File: src/rtl/demux_pkg.sv
// rtl/demux_pkg.sv - shared constants and types for the 1-to-8 buffered demux
package demux_pkg;
  localparam int N_CH    = 8;
  localparam int SEL_W   = 3;
  localparam int STALL_W = 16;

  typedef logic [SEL_W-1:0] sel_t;
endpackage

File: src/rtl/demux_chan_buf.sv
// rtl/demux_chan_buf.sv - one-entry holding register with full flag for one demux channel
module demux_chan_buf #(
  parameter int W = 8
) (
  input  logic         clk,
  input  logic         rst_n,
  input  logic         load,
  input  logic         ack,
  input  logic [W-1:0] d,
  output logic         valid,
  output logic [W-1:0] q
);
  logic full;

  // A load wins over an ack so a same-cycle consume-and-refill keeps the channel full.
  always_ff @(posedge clk) begin
    if (!rst_n) begin
      full <= 1'b0;
      q    <= '0;
    end else if (load) begin
      full <= 1'b1;
      q    <= d;
    end else if (ack && full) begin
      full <= 1'b0;
    end
  end

  assign valid = full;
endmodule

File: src/rtl/demux1to8_buf.sv
// rtl/demux1to8_buf.sv - registered 1-to-8 demux with per-channel holding registers
// Optional stall counter enabled by DEMUX1TO8_STALL_CNT_EN.
module demux1to8_buf
  import demux_pkg::*;
#(
  parameter int W = 8
) (
  input  logic            clk,
  input  logic            rst_n,
  input  sel_t            select,
  input  logic [W-1:0]    in_data,
  input  logic            in_valid,
  output logic            in_ready,
  output logic [W-1:0]    out_data_0,
  output logic [W-1:0]    out_data_1,
  output logic [W-1:0]    out_data_2,
  output logic [W-1:0]    out_data_3,
  output logic [W-1:0]    out_data_4,
  output logic [W-1:0]    out_data_5,
  output logic [W-1:0]    out_data_6,
  output logic [W-1:0]    out_data_7,
  output logic [N_CH-1:0] out_valid,
  input  logic [N_CH-1:0] out_ack
`ifdef DEMUX1TO8_STALL_CNT_EN
  ,
  output logic [STALL_W-1:0] stall_count
`endif
);
  logic [N_CH-1:0] full;
  logic [N_CH-1:0] load;
  logic [W-1:0]    q [N_CH];

  // An ack on the selected channel frees it in time for this cycle's write.
  assign in_ready = rst_n & (~full[select] | out_ack[select]);

  always_comb begin
    load = '0;
    if (in_valid && in_ready) load[select] = 1'b1;
  end

  for (genvar i = 0; i < N_CH; i++) begin : g_chan
    demux_chan_buf #(.W(W)) u_chan (
      .clk   (clk),
      .rst_n (rst_n),
      .load  (load[i]),
      .ack   (out_ack[i]),
      .d     (in_data),
      .valid (full[i]),
      .q     (q[i])
    );
  end

  assign out_valid  = full;
  assign out_data_0 = q[0];
  assign out_data_1 = q[1];
  assign out_data_2 = q[2];
  assign out_data_3 = q[3];
  assign out_data_4 = q[4];
  assign out_data_5 = q[5];
  assign out_data_6 = q[6];
  assign out_data_7 = q[7];

`ifdef DEMUX1TO8_STALL_CNT_EN
  always_ff @(posedge clk) begin
    if (!rst_n) begin
      stall_count <= '0;
    end else if (in_valid && !in_ready && (stall_count != {STALL_W{1'b1}})) begin
      stall_count <= stall_count + 1'b1;
    end
  end
`endif

  // Producer must hold select and data steady while a word is waiting.
  a_producer_stable: assert property (@(posedge clk) disable iff (!rst_n)
    (in_valid && !in_ready) |=> (!in_valid || ($stable(select) && $stable(in_data))));
endmodule

File: config.mk
export PLATFORM = sky130hd
export DESIGN_NAME = demux1to8_buf
export DESIGN_NICKNAME = d
export VERILOG_FILES = /design/src/rtl/demux_pkg.sv /design/src/rtl/demux_chan_buf.sv /design/src/rtl/demux1to8_buf.sv
export SDC_FILE = /design/constraint.sdc
export NUM_CORES = 1
export LEC_CHECK = 0
export ABC_AREA = 0
export BUFFER_PORTS_ARGS = -buffer_cell sky130_fd_sc_hd__buf_4
export CAP_MARGIN = 10
export CORE_MARGIN = 2
export CORE_UTILIZATION = 45
export CTS_CLUSTER_SIZE = 30
export DETAILED_ROUTE_END_ITERATION = 10
export PLACE_DENSITY = 0.72
export SETUP_SLACK_MARGIN = 0.1
export SLEW_MARGIN = 20
export SYNTH_ARGS = -nofsm -noshare
export SYNTH_HDL_FRONTEND = slang
export SYNTH_SLANG_ARGS = --single-unit
File: constraint.sdc
create_clock -name clk -period 1.8 [get_ports clk]
set_input_delay 0.36 -clock clk [delete_from_list [all_inputs] [get_ports clk]]
set_output_delay 0.36 -clock clk [all_outputs]
set_load 0.05 [all_outputs]
Word level (Yosys, flattened, before mapping)
Cells that the tools add are included.

storage, ports and cells
  flip-flop bits (word level) = 72
  logic and storage cells = 62
  bits of input ports = 22
  output and inout port bits = 73

operators by class
  bitwise gates (word level) = 3
  reduce and logical (&&, ||, !) cells = 18
  mux-type cells = 23
  order comparisons = 2

operators with widths
  operator                                             count
  two-way mux 1 bit                                    19
  nonzero test 2 bit                                   8
  logical AND 1 bit                                    10
  two-way mux 8 bit                                    1
  binary-select mux 1 bit (select 3 bit)               2
  < comparator 3 x 4 -> 1 bit, second input constant   1
  demux 1 bit (select 3 bit)                           1
  >= comparator 3 x 1 -> 1 bit, second input constant  1
  AND 1 bit                                            1
  NOT 1 bit                                            1
  bitwise OR 1 bit                                     1

Longest topological paths before layout
Gate-level depths: netlist of run 1.

  depth in word-level cells = 8
  gate-level depth with buffers = 6
  mapped depth without buffers = 4

By module
Synthesis of run 1 repeated with hierarchy kept, for this count alone.

second synthesis, totals
  cells, all modules = 256
  area total of the unflattened synthesis = 2964.1 um2

modules (own cells, without submodules)
  module          cells an instance  sequential area each (um2)  area an instance (um2)  instances
  demux_chan_buf  28                 180.2                       335.3                   8
  demux1to8_buf   32                 0.0                         281.5                   1

Least setup slack after synthesis of run 1
Ideal clock, no wire load.

  path kind = input -> output
  start = input port select[2]
  end = output port in_ready
  data required time = 1.440 ns
  path slack = -0.230 ns
  buffers on the path = 1
  arrival = 1.670 ns
  stages on the path = 5
  cell sequence = buf_4 mux2_4 a22o_1 a211oi_1 o21a_1

between the ends
  cells in the longest elaborated chain, start to end = 5
  elaborated cells between the ends (all ways) = 7
  classes of those cells = mux (4); bitwise (3)

RTL lines
  what                                     RTL line             source
  start: declaration                       demux1to8_buf.sv:10  input sel_t select,
  binary-select mux 1 bit (select 3 bit)   demux1to8_buf.sv:34  assign in_ready = rst_n & (~full[select] | out_ack[select]);
  two-way mux 1 bit (implied by the code)  demux1to8_buf.sv:34
  NOT 1 bit                                demux1to8_buf.sv:34
  bitwise OR 1 bit (*)                     demux1to8_buf.sv:34
  AND 1 bit (*)                            demux1to8_buf.sv:34
  end: declaration                         demux1to8_buf.sv:13  output logic in_ready,

Mark *: on every way between the ends. The rest lies on a longest branch, timed or not. The select of a mux whose other input is x is not followed.

Worst setup path in the final report of run 1
  start = register g_chan[7].u_chan.full
  end = output port in_ready

between the ends
  cells in the longest elaborated chain, start to end = 5

RTL lines
  what                                     RTL line              source
  start: declaration                       demux_chan_buf.sv:13  logic full;
  start signal: assignment                 demux_chan_buf.sv:18  full <= 1'b0;
  start signal: assignment                 demux_chan_buf.sv:21  full <= 1'b1;
  start signal: assignment                 demux_chan_buf.sv:24  full <= 1'b0;
  binary-select mux 1 bit (select 3 bit)   demux1to8_buf.sv:34
  two-way mux 1 bit (implied by the code)  demux1to8_buf.sv:34
  NOT 1 bit                                demux1to8_buf.sv:34
  bitwise OR 1 bit                         demux1to8_buf.sv:34
  AND 1 bit                                demux1to8_buf.sv:34

No other way between the ends. The select of a mux whose other input is x is not followed.

==> results.sh, run 1 <==
export IMPL_track_usage_pct=22.2
export IMPL_status="finished with violations"
export IMPL_fp_row_count=30
export IMPL_cp_startpoint="g_chan[7].u_chan.valid$_SDFFE_PN0P_"
export IMPL_finalMaxSlewViolations=0
export IMPL_antenna_found_initial=0
export IMPL_wl_met2_mm=4.04
export IMPL_route_met3_wl_microns=399
export IMPL_rsz0062_at_grt="true"
export IMPL_skew_ns=0.0103
export IMPL_insertion_delay_ns=0.34
export IMPL_cp_slowest_cell="dfxtp_2"
export IMPL_final_util_pct=66.0
export IMPL_synth_seq_area_share_pct=46.6
export IMPL_hold_violations=0
export IMPL_drive_above_1_share_pct=41.5
export IMPL_cts_root_buf="clkbuf_8"
export IMPL_p_per_area_nw_per_um2=837
export IMPL_path_cells="mux2_4 > a22o_1 > a211oi_4 > o21a_4 > buf_8"
export IMPL_drt_pass1_iter_count=4
export IMPL_violations="negative setup slack"
export IMPL_htreeDepth=3
export IMPL_worst_setup_path_end_kind="output port"
export IMPL_die_y_microns=86.9
export IMPL_vias=2477
export IMPL_synth_edf_count=0
export IMPL_n_antenna_cell=0
export IMPL_die_area_sq_um=7560
export IMPL_area_growth_pct=43.4
export IMPL_dr_first_iter_drc_count=92
export IMPL_cts_buffers=9
export IMPL_fin_crit_ns=2.00
export IMPL_cp_num_buf_inv=1
export IMPL_drv_cap=0
export IMPL_syn_inst=298
export IMPL_yosys_warnings=0
export IMPL_syn_nets=320
export IMPL_worstReg2RegStart="g_chan[2].u_chan.valid$_SDFFE_PN0P_"
export IMPL_fin_ws_ns=-0.203
export IMPL_drc=0
export IMPL_highest_layer="met4"
export IMPL_gp_congestion=0.806
export IMPL_min_path_type="primary input to flop"
export IMPL_dp_cells=483
export IMPL_max_clock_freq_ghz=0.499
export IMPL_fillers=563
export IMPL_wl_per_cell_microns=16.1
export IMPL_crit_type="flop to output port"
export IMPL_io_buffers=94
export IMPL_grt_pass1_wl_mm=12.8
export IMPL_ir_drop_uv=576
export IMPL_finalWirelength_mm=8.10
export IMPL_worstPathMaxFanout=3
export IMPL_wl_met1_mm=3.50
export IMPL_cp_top_family="compound AO/OA/AOI/OAI gates"
export IMPL_grt_ovfl_total=0
export IMPL_clk_pin_slew_ns=0.07
export IMPL_postCtsHoldBufs=0
export IMPL_layoutNonFillerInstCount=504
export IMPL_synth_area_leaders="dfxtp_1 47%, mux2i_1 19%, nand2_1 8.1%"
export IMPL_nets=442
export IMPL_crit_path_start_kind="flop"
export IMPL_crit_arrival_ns=1.64
export IMPL_power_leakage_nw=2.10
export IMPL_setup_viol=1
export IMPL_grt_pass1_vias=2489
export IMPL_ioPinCount=95
export IMPL_relSlewSlack_pct=72.0
export IMPL_tightest_slew_ns=0.420
export IMPL_cts_path_max_buffers=2
export IMPL_synth_top_area_share_pct=46.6
export IMPL_critPathMaxStageDelay_ns=0.34
export IMPL_grt_max_degree=38
export IMPL_finalCritPeriodShare_pct=111
export IMPL_start_util_pct=46.1
export IMPL_cts_sink_count=72
export IMPL_ys_types=38
export IMPL_syn_area_sq_um=3090
export IMPL_cts_tree="built"
export IMPL_cp_required_ns=1.44
export IMPL_ys_async_sr_fraction_pct=0
export IMPL_synth_seq_cells=72
export IMPL_dieWidth_microns=86.9
export IMPL_antenna_left=0
export IMPL_synth_largest_area_cell="dfxtp_1"
export IMPL_power_mw=3.71
export IMPL_avgSynthCellArea_sq_um=10.4
export IMPL_dp_hpwl_mm=5.80
export IMPL_ys_flop_type="dfxtp_1"
export IMPL_min_from="in_data[1]"
export IMPL_vias_per_cell=4.91
export IMPL_core_area_sq_um=6720
## power by group
part | leakage [nW] | total (mW) | internal (mW) | switching (mW)
combinational | 1.38 | 0.404 | 0.166 | 0.238
sequential | 0.583 | 1.63 | 1.61 | 0.0138
clock | 0.133 | 1.68 | 1.09 | 0.587
## synth_stat cells (all sizes together) (2+ instances only)
| cell | n |
|---|---|
| nand2 | 67 |
| nor2b | 20 |
| clkbuf | 6 |
| mux2i | 60 |
| o2111ai | 2 |
| nor2 | 4 |
| o21ai | 10 |
| and2b | 2 |
| inv | 3 |
| buf | 18 |
| a21boi | 4 |
| a22oi | 2 |
| nand2b | 4 |
| mux2 | 2 |
| a2111oi | 2 |
| dfxtp | 72 |
| o21a | 4 |
## worst min-delay path: cells and delay by family
family                 cells  cell delay, ns
buffers and inverters      1            0.10
AOI/OAI and AO/OA          1            0.05
and+or+nand+nor            1            0.04
## cell type report
| cell class | count | area, sq um | area share [%] |
|---|---|---|---|
| Inverter | 3 | 11.3 | 0.254 |
| Tap cell | 80 | 100 | 2.26 |
| Clock inverter | 5 | 129 | 2.90 |
| Timing Repair Buffer | 137 | 1120 | 25.3 |
| Sequential cell | 72 | 1450 | 32.6 |
| Clock buffer | 10 | 138 | 3.10 |
| Multi-Input combinational cell | 197 | 1490 | 33.6 |
## logic make-up (layout without fill, tap and decap cells)
| logic type | Yosys count | count (layout) | synth area share [%] |
|---|---|---|---|
| and+or+nand+nor | 105 | 105 | 16.9 |
| DFF | 72 | 72 | 46.6 |
| muxes | 62 | 62 | 20.4 |
| AOI/OAI and AO/OA | 30 | 30 | 9.58 |
| buffers and inverters | 29 | 155 | 6.59 |
## state kept, by name, summed over array words and instances, names as in the netlist
register and flops:
g_chan.u_chan.q 64, g_chan.u_chan.valid 8
## repair_timing
action / 4_1_cts / 5_1_grt
setup endpoints to repair: 3 / 17
pin swaps: 2 / 4
gates resized for setup: 4 / 9
setup buffers: 3 / 2
cloned: 1 / 1
## through the flow
stage	setup WS, ns	TNS (ns)	hold WS [ns]	area [sq um]
floorplan	0.0403	0	0.461	3110
detailed placement	-0.133	-0.999	0.442	4070
global placement	-0.141	-0.597	0.438	4070
global route	-0.275	-0.280	0.255	4440
CTS	-0.248	-0.620	0.240	4400
finish	-0.203	-0.203	0.252	4440
## placed cells by master, fill, tap and decap left out, drive strengths merged, types with 2 or more instances in the layout
master	synthesis	final
buf	18	136
dfxtp	72	72
nand2	67	67
mux2i	60	60
nor2b	20	20
clkbuf	6	11
o21ai	10	10
nor2	4	4
nand2b	4	4
a21boi	4	4
bufinv	0	4
o21a	4	4
inv	3	3
and2b	2	2
mux2	2	2
o2111ai	2	2
a2111oi	2	2
a22oi	2	2
## routing by layer
metal  up-vias  global-route usage, %
met5         -                      0
met4         0                   7.95
met3        12                   5.31
met2        66                   37.1
met1      1159                   28.0
li1       1240                      -
## path summary, 6_finish.rpt
kind | endpoint | slack [ns] | cells after the start
setup / recovery | in_ready | -0.20 | 5
hold / removal | g_chan[6].u_chan.q[1]$_SDFFE_PN0P_ | 0.25 | 3
setup reg to reg | g_chan[1].u_chan.q[0]$_SDFFE_PN0P_ | 0.08 | 6
hold reg to reg | g_chan[1].u_chan.q[0]$_SDFFE_PN0P_ | 0.46 | 2
(Power assumes the default switching activity.)
==> inputs of run 2 (changes only) <==
==> constraint.sdc (replaced) <==
create_clock -name clk -period 1.9 [get_ports clk]
set_input_delay 0.38 -clock clk [delete_from_list [all_inputs] [get_ports clk]]
set_output_delay 0.38 -clock clk [all_outputs]
set_load 0.05 [all_outputs]
==> run 2 against run 1 <==
Compared with the run above: the flow still finishes with violations (negative setup slack); sequential power shrank 6%; first-iteration DRC count grew 13%; clock skew grew 0.0072 ns.
==> results.sh, run 2 (synthesis results as in run 1) <==
export IMPL_status="finished with violations"
export IMPL_violations="negative setup slack"
export IMPL_drt_pass1_iter_count=6
export IMPL_ioPinCount=95
export IMPL_track_usage_pct=20.5
export IMPL_die_y_microns=86.9
export IMPL_cts_root_buf="clkbuf_8"
export IMPL_htreeDepth=3
export IMPL_critPathMaxStageDelay_ns=0.33
export IMPL_fp_row_count=30
export IMPL_grt_pass1_vias=2337
export IMPL_cp_num_buf_inv=1
export IMPL_vias=2426
export IMPL_final_area_sq_um=4170
export IMPL_busiest_layer="met2"
export IMPL_start_util_pct=46.1
export IMPL_drv_cap=0
export IMPL_antenna_left=0
export IMPL_cts_tree="built"
export IMPL_tightest_slew_ns=0.460
export IMPL_finalWirelength_mm=7.61
export IMPL_cp_required_ns=1.52
export IMPL_setup_viol=1
export IMPL_worstPathMaxFanout=2
export IMPL_placed_area_sq_um=3930
export IMPL_cts_sink_count=72
export IMPL_largest_reg_flops=64
export IMPL_final_setup_tns_ns=-0.127
export IMPL_fin_ws_ns=-0.127
export IMPL_layoutNonFillerInstCount=487
export IMPL_finalCritPeriodShare_pct=107
export IMPL_mostFrequentLayoutCells="115 x buf_4, 68 x dfxtp_1, 67 x nand2_1"
export IMPL_min_path_type="primary input to flop"
export IMPL_cp_top_family="compound AO/OA/AOI/OAI gates"
export IMPL_relSlewSlack_pct=69.3
export IMPL_use_met3_pct=4.08
export IMPL_grt_ovfl_total=0
export IMPL_cp_slowest_cell="dfxtp_2"
export IMPL_dr_first_iter_drc_count=104
export IMPL_p_per_area_nw_per_um2=742
export IMPL_path_cells="mux2_4 > a31o_4 > a211oi_2 > o21a_4 > buf_8"
export IMPL_drive_above_1_share_pct=38.6
export IMPL_cts_buffers=9
export IMPL_final_common_cell="buf_4"
export IMPL_final_util_pct=62.0
export IMPL_fin_crit_ns=2.03
export IMPL_rsz0062_at_grt="true"
export IMPL_dp_cells=468
export IMPL_clk_pin_slew_ns=0.08
export IMPL_grt_use_met2_pct=33.2
export IMPL_dieWidth_microns=86.9
export IMPL_die_area_sq_um=7560
export IMPL_n_antenna_cell=0
export IMPL_core_area_sq_um=6720
export IMPL_antenna_found_initial=0
export IMPL_place_ws_ns=-0.110
export IMPL_max_clock_freq_ghz=0.493
export IMPL_io_buffers=94
export IMPL_cts_path_max_buffers=2
export IMPL_postCtsHoldBufs=0
export IMPL_crit_path_start_kind="flop"
export IMPL_insertion_delay_ns=0.35
export IMPL_wl_per_cell_microns=15.6
export IMPL_power_leakage_nw=1.95
export IMPL_use_met1_pct=26.2
export IMPL_grt_max_degree=51
export IMPL_crit_type="flop to output port"
export IMPL_skew_ns=0.0175
export IMPL_dp_hpwl_mm=5.47
export IMPL_drc=0
export IMPL_worst_setup_path_end_kind="output port"
export IMPL_finalMaxSlewViolations=0
export IMPL_vias_per_cell=4.98
export IMPL_hold_violations=0
export IMPL_gp_congestion=0.836
export IMPL_grt_pass1_wl_mm=11.7
export IMPL_fillers=550
export IMPL_crit_arrival_ns=1.65
export IMPL_ir_drop_uv=468
export IMPL_area_growth_pct=34.6
export IMPL_nets=424
export IMPL_regMostFlops="g_chan.u_chan.q"
run 2: changes by cell type in the layout (fill, tap and decap cells not counted), sizes merged:
cell      previous run  this run
buf                136       119
bufinv               4         1
clkinvlp             0         2
clkbuf              11        10
clkinv               1         2
inv                  3         4
run 2: where the power goes:
part | switching, mW | leakage, nW | internal (mW)
combinational | 0.218 | 1.27 | 0.137
sequential | 0.0130 | 0.583 | 1.53
clock | 0.585 | 0.0929 | 0.611
total | 0.816 | 1.95 | 2.28
run 2: through the flow:
| step | hold slack, ns | power, mW |
|---|---|---|
| floorplan | 0.461 | 1.80 |
| global placement | 0.437 | 1.93 |
| detailed placement | 0.441 | 1.93 |
| CTS | 0.259 | 3.11 |
| global route | 0.284 | 3.22 |
| finish | 0.272 | 3.09 |
run 2: area by class of cell:
type	instances	area (sq um)	area share, %
inverters	3	11.3	0.270
flip-flops and latches	72	1450	34.7
clock inverters	6	67.6	1.62
repair buffers	119	938	22.5
well taps	80	100	2.40
clock buffers	10	128	3.06
multi-input cells	197	1470	35.4
run 2: worst paths after layout:
check	start	to	slack (ns)	depth (start not counted)
min	in_data[1]	g_chan[6].u_chan.q[1]$_SDFFE_PN0P_	0.27	3
max	g_chan[2].u_chan.valid$_SDFFE_PN0P_	in_ready	-0.13	5
max reg2reg	g_chan[2].u_chan.valid$_SDFFE_PN0P_	g_chan[1].u_chan.q[4]$_SDFFE_PN0P_	0.15	6
min reg2reg	g_chan[6].u_chan.q[7]$_SDFFE_PN0P_	g_chan[6].u_chan.q[7]$_SDFFE_PN0P_	0.45	2
run 2: layer usage:
metal  vias to the layer above  routed length (microns)
li1                       1206                        -
met1                      1138                     3450
met2                        65                     3620
met3                        17                      351
met4                         0                      181
met5                         -                        0
run 2: repair_timing:
item                                    in CTS  in global routing
endpoints found under the setup margin       1                 15
setup buffers                                2                  1
pin swaps                                    3                  2
gates resized for setup                      4                  3
hold endpoints to repair                     0                  0
run 2: worst reg2reg max path: cells and delay by family (launching register included):
family	cells	cell delay (ns)
AOI/OAI and AO/OA	2	0.57
muxes	2	0.45
DFF	1	0.33
buffers and inverters	2	0.33
